==> src/rtl/wb_regfile.sv <==
// Writeback stage and 16-bit architectural register file with a one-entry
// writeback pipe register, read-port bypass from that register and zero/lt flags.
module wb_regfile #(
  parameter int NUM_REGS = 8
) (
  input  logic        clk,
  input  logic        rst,
  input  logic        ex_valid,
  input  logic        ex_reg_we,
  input  logic [2:0]  ex_rd,
  input  logic        ex_upd_flag,
  input  logic [15:0] alu_result,
  input  logic        alu_zero,
  input  logic        alu_lt,
  input  logic        stall,
  input  logic        flush,
  input  logic [2:0]  rs1_addr,
  input  logic [2:0]  rs2_addr,
  output logic [15:0] rs1_data,
  output logic [15:0] rs2_data,
  output logic        zero_flag,
  output logic        lt_flag,
  output logic        wb_valid
);

  logic [15:0] regs_r [NUM_REGS];
  logic        wb_valid_r;
  logic [2:0]  wb_rd_r;
  logic [15:0] wb_data_r;
  logic        zero_flag_r;
  logic        lt_flag_r;
  logic        commit_s;
  logic        capture_s;

  // A pending write commits only on an unstalled, unflushed edge and never to R0.
  always_comb begin
    commit_s  = 1'b0;
    capture_s = 1'b0;
    if (!rst && !flush && !stall) begin
      capture_s = 1'b1;
      commit_s  = wb_valid_r && (wb_rd_r != 3'd0) && (32'(wb_rd_r) < NUM_REGS);
    end else begin
      capture_s = 1'b0;
      commit_s  = 1'b0;
    end
  end

  // Register file storage; reset clears every entry, including any pending write.
  always_ff @(posedge clk) begin
    if (rst) begin
      for (int i = 0; i < NUM_REGS; i++) begin
        regs_r[i] <= 16'h0000;
      end
    end else if (commit_s) begin
      regs_r[wb_rd_r] <= wb_data_r;
    end else begin
      regs_r[wb_rd_r] <= regs_r[wb_rd_r];
    end
  end

  // Writeback pipe register and flags: reset beats flush, flush beats stall.
  always_ff @(posedge clk) begin
    if (rst) begin
      wb_valid_r  <= 1'b0;
      wb_rd_r     <= 3'd0;
      wb_data_r   <= 16'h0000;
      zero_flag_r <= 1'b0;
      lt_flag_r   <= 1'b0;
    end else if (flush) begin
      wb_valid_r  <= 1'b0;
    end else if (capture_s) begin
      wb_valid_r <= ex_valid & ex_reg_we;
      wb_rd_r    <= ex_rd;
      wb_data_r  <= alu_result;
      if (ex_valid && ex_upd_flag) begin
        zero_flag_r <= alu_zero;
        lt_flag_r   <= alu_lt;
      end
    end
  end

  // Read ports: R0 is hard-wired zero, then bypass from the pending write, then storage.
  always_comb begin
    rs1_data = 16'h0000;
    if (rs1_addr == 3'd0) begin
      rs1_data = 16'h0000;
    end else if (wb_valid_r && (wb_rd_r == rs1_addr)) begin
      rs1_data = wb_data_r;
    end else if (32'(rs1_addr) < NUM_REGS) begin
      rs1_data = regs_r[rs1_addr];
    end else begin
      rs1_data = 16'h0000;
    end
  end

  // Second read port, same priority as the first so equal addresses give equal data.
  always_comb begin
    rs2_data = 16'h0000;
    if (rs2_addr == 3'd0) begin
      rs2_data = 16'h0000;
    end else if (wb_valid_r && (wb_rd_r == rs2_addr)) begin
      rs2_data = wb_data_r;
    end else if (32'(rs2_addr) < NUM_REGS) begin
      rs2_data = regs_r[rs2_addr];
    end else begin
      rs2_data = 16'h0000;
    end
  end

  assign wb_valid  = wb_valid_r;
  assign zero_flag = zero_flag_r;
  assign lt_flag   = lt_flag_r;

endmodule

==> config.mk <==
export PLATFORM = sky130hd
export DESIGN_NAME = wb_regfile
export DESIGN_NICKNAME = d
export VERILOG_FILES = /design/src/rtl/wb_regfile.sv
export SDC_FILE = /design/constraint.sdc
export NUM_CORES = 1
export LEC_CHECK = 0
export BUFFER_PORTS_ARGS = -buffer_cell sky130_fd_sc_hd__buf_2
export CAP_MARGIN = 20
export CORE_MARGIN = 3
export CORE_UTILIZATION = 40
export DETAILED_ROUTE_END_ITERATION = 8
export PLACE_DENSITY_LB_ADDON = 0.25
export SLEW_MARGIN = 20
export SYNTH_ARGS = -nofsm -noshare
export SYNTH_HDL_FRONTEND = slang
export SYNTH_SLANG_ARGS = --single-unit
==> constraint.sdc <==
create_clock -name clk -period 2 [get_ports clk]
set_input_delay 0 -clock clk [delete_from_list [all_inputs] [get_ports clk]]
set_output_delay 0 -clock clk [all_outputs]
set_load 0.02 [all_outputs]
==> results.md <==
- Synth warn: 0
- Die W: about 150 um
- Status: finished, final reports clean
- Required time of the critical path: roughly 2000 ps
- Static leakage: about 3.8 nW
- Max-slew headroom: between 40% and 50%
- Netlist cell types: 39
- Clock Pin Slew Worst Setup and Hold Paths: around 70 ps
- Initial Utilization: about 41%
- Power Density: 788.1 mW/mm2
- Synth area leaders: edfxtp_1, and2_1, mux4_2, mux2i_1, dfxtp_1
- Worst r2r src: wb_rd_r[1]
- Drt drc: 0
- Largest net degree at the start of global routing: 46
- Hold WC Path Type: in -> reg
- Internal Power: 0.005771 W
- Synth top area share: 47.36%
- Worst path arrival time: approximately 2000 ps
- Clock skew: about 11 ps
- Clock latency on the worst-skew pair: 420 ps
- Overflow after GRT: 0
- Vias after detailed routing: around 5500
- Yosys reg bits: 150
- CTS sink cnt: 150
- Inserted Clock Buffers: 17
- Combinational Power Share: about an eighth
- IR drop worst, VDD: about 0.62 mV
- WHS Endpoint: lt_flag
- Hold path depth: 4
- Final Core Density: between 40% and 50%
- Number of antenna diodes: 0
- Core Region: a little under 0.02 mm2
- Initial DRC count: ~490
- DR vias/cell: 5.376
- Wire per inst: ~20 um
- Max_cap viols: 0
- Number of global-route vias before repair: ~5500
- Post-Syn Instances: roughly 640
- Syn avg cell area: between 10 and 15 um2
- Post-Layout Inst Area: between 0.009 and 0.01 mm2
- FMAX: about 510 MHz
- Global-route wire length before repair: 31480 um
- IO Count: 69
- Final Slew Violations: 0
- Worst Tran Pin Value: roughly 800 ps
- Fin. Hold Viols: 0
- Dpl hpwl: about 14000 um
- CP startpoint kind: flip-flop
- Total wire length: 20550 um
- Initial antenna violation count: 0
- Post-Place Cell Area: approximately 0.009 mm2
- R2r endpoint: regs_r[2][14]
- CTS HTree Levels: 4
- Seq/Total Area, Yosys: a little over half
- CP endpoint kind: output port
- # rows: 51
- CTS Root Buffer Type: clkbuf_16
- P&R area growth vs syn: 20.19%
- Filler cell count: about 1700
- Mapped cell area: approximately 0.0081 mm2
- Nets: between 700 and 800
- Setup violations, final: 0
- Tot GR Track Use: about a fifth
- CP Max Fanout: 2
- Chip height: 148.4 um
- Net Sw Frac: roughly 25%
- Worst R2R Setup Slack: 270 ps
- Die area: ~0.022 mm2
- HP Start: ex_upd_flag
- CP Class: reg -> out
- Switch Pwr: approximately 0.0019 W
- Bufs on Longest Clock Path: 2
- Layout cell share with drive strength beyond 1: between 20% and 30%
- Synth area leader: edfxtp_1
- Post-layout min period: 1964 ps
- Final worst-path cycle share: 98.21%
- CTS tree: done
- Routability cong.: just over 0.9
- R2R depth: 4
- Antenna Nets Post-Route: 0
- Part of the power in registers: around 47%
- # port buffers: between 60 and 70
- Clock power share: 40.9%
- First-pass DRT Iterations: 5
final cells by class:
cell class / instances / area (um2) / area share [%]
Multi-Input combinational cell: 450 / 3645 / 37.36
Tap cell: 265 / 331.6 / 3.399
Clock buffer: 22 / 516.7 / 5.297
Timing Repair Buffer: 124 / 888.4 / 9.106
Clock inverter: 10 / 77.57 / 0.7952
Sequential cell: 150 / 4297 / 44.04
synthesized netlist by cell type, drive strengths merged:
| master | n |
|---|---|
| a211oi | 30 |
| a21oi | 3 |
| and2 | 112 |
| and3 | 1 |
| and4 | 2 |
| buf | 41 |
| clkbuf | 12 |
| conb | 1 |
| dfxtp | 22 |
| edfxtp | 128 |
| mux2i | 64 |
| mux4 | 34 |
| nand2 | 22 |
| nand2b | 21 |
| nand3 | 1 |
| nand3b | 1 |
| nand4 | 2 |
| nor2 | 37 |
| nor3 | 35 |
| nor4 | 1 |
| nor4b | 1 |
| o21ai | 19 |
| o22ai | 32 |
| or2 | 9 |
| or3 | 1 |
| xnor2 | 6 |
stage by stage:
stage	hold slack (ps)	TNS, ps	setup slack [ps]	std cells	total power, W
after floorplan	79.31	0	248.4	653	0.004244
after global placement	192.4	0	222.4	962	0.004527
after detailed placement	200.9	0	164.8	962	0.004547
after CTS	30.20	0	8.885	1019	0.007719
after global routing	51.59	-5.785	-5.785	1021	0.007971
final	44.44	0	35.70	1021	0.007689
cell families (layout without fill, tap and decap cells):
logic type / after synthesis / in the layout / synth area share, %
compound gates: 84 / 84 / 6.968
xor+xnor: 6 / 6 / 0.6474
flops: 150 / 150 / 52.78
mux: 98 / 98 / 17.51
simple gates: 246 / 246 / 18.11
buf+inv: 53 / 156 / 3.931
other cells: 1 / 16 / 0.04620
worst max path at each step:
stage,start,to,slack (ps),depth (start not counted)
5_1_grt,regs_r[7][4],rs2_data[4],-6,4
3_3_place_gp,wb_rd_r[0],rs2_data[3],220,6
2_1_floorplan,wb_valid,regs_r[4][0],250,4
6_report,regs_r[5][4],rs2_data[4],40,4
4_1_cts,wb_rd_r[2],rs2_data[4],9,6
3_5_place_dp,wb_rd_r[0],rs1_data[5],160,6
placed cells by master (no fill, tap or decap), drive strengths merged, types with 7 or more instances in the layout:
cell type    count
edfxtp         128
and2           112
buf            101
mux2i           64
nor2            37
nor3            35
mux4            34
o22ai           32
a211oi          30
dlygate4sd3     23
nand2           22
clkbuf          22
dfxtp           22
nand2b          21
o21ai           19
conb            16
or2              9
inv              7
sequential cells by signal (all words and copies together), names as in the netlist:
register   flops
regs_r       128
wb_rd_r        3
wb_data_r     16
wb_valid       1
lt_flag        1
zero_flag      1
worst max-delay path, stage by stage (launching register included):
cell      delay, ps
edfxtp_1        400
mux4_1          570
a211oi_2        290
nor3_2           80
buf_2           200
power by group through the flow:
| stage | sequential [W] | combinational, W | clock, W |
|---|---|---|---|
| 3_3_place_gp | 0.00369 | 0.000836 | 0 |
| 6_report | 0.00364 | 0.000911 | 0.00314 |
| 5_1_grt | 0.00365 | 0.000974 | 0.00335 |
| 4_1_cts | 0.00364 | 0.000888 | 0.00320 |
| 2_1_floorplan | 0.00364 | 0.000607 | 0 |
| 3_5_place_dp | 0.00370 | 0.000846 | 0 |
metal layers:
metal	up-vias	part of all wire [%]	track usage [%]
met5	-	0	0
met3	30	5.0	2.834
met1	2701	44	25.77
li1	2576	-	-
met2	182	49	30.48
met4	0	2.3	6.836
timing repair:
action / 4_1_cts / 5_1_grt
cloned: 1 / 0
hold buffers: 23 / 0
pin swaps: 4 / 11
resized for setup: 14 / 16
setup buffers: 2 / 2
endpoints found under the setup margin: 32 / 27
hold endpoints to repair: 22 / 0
(Power assumes the default switching activity.)
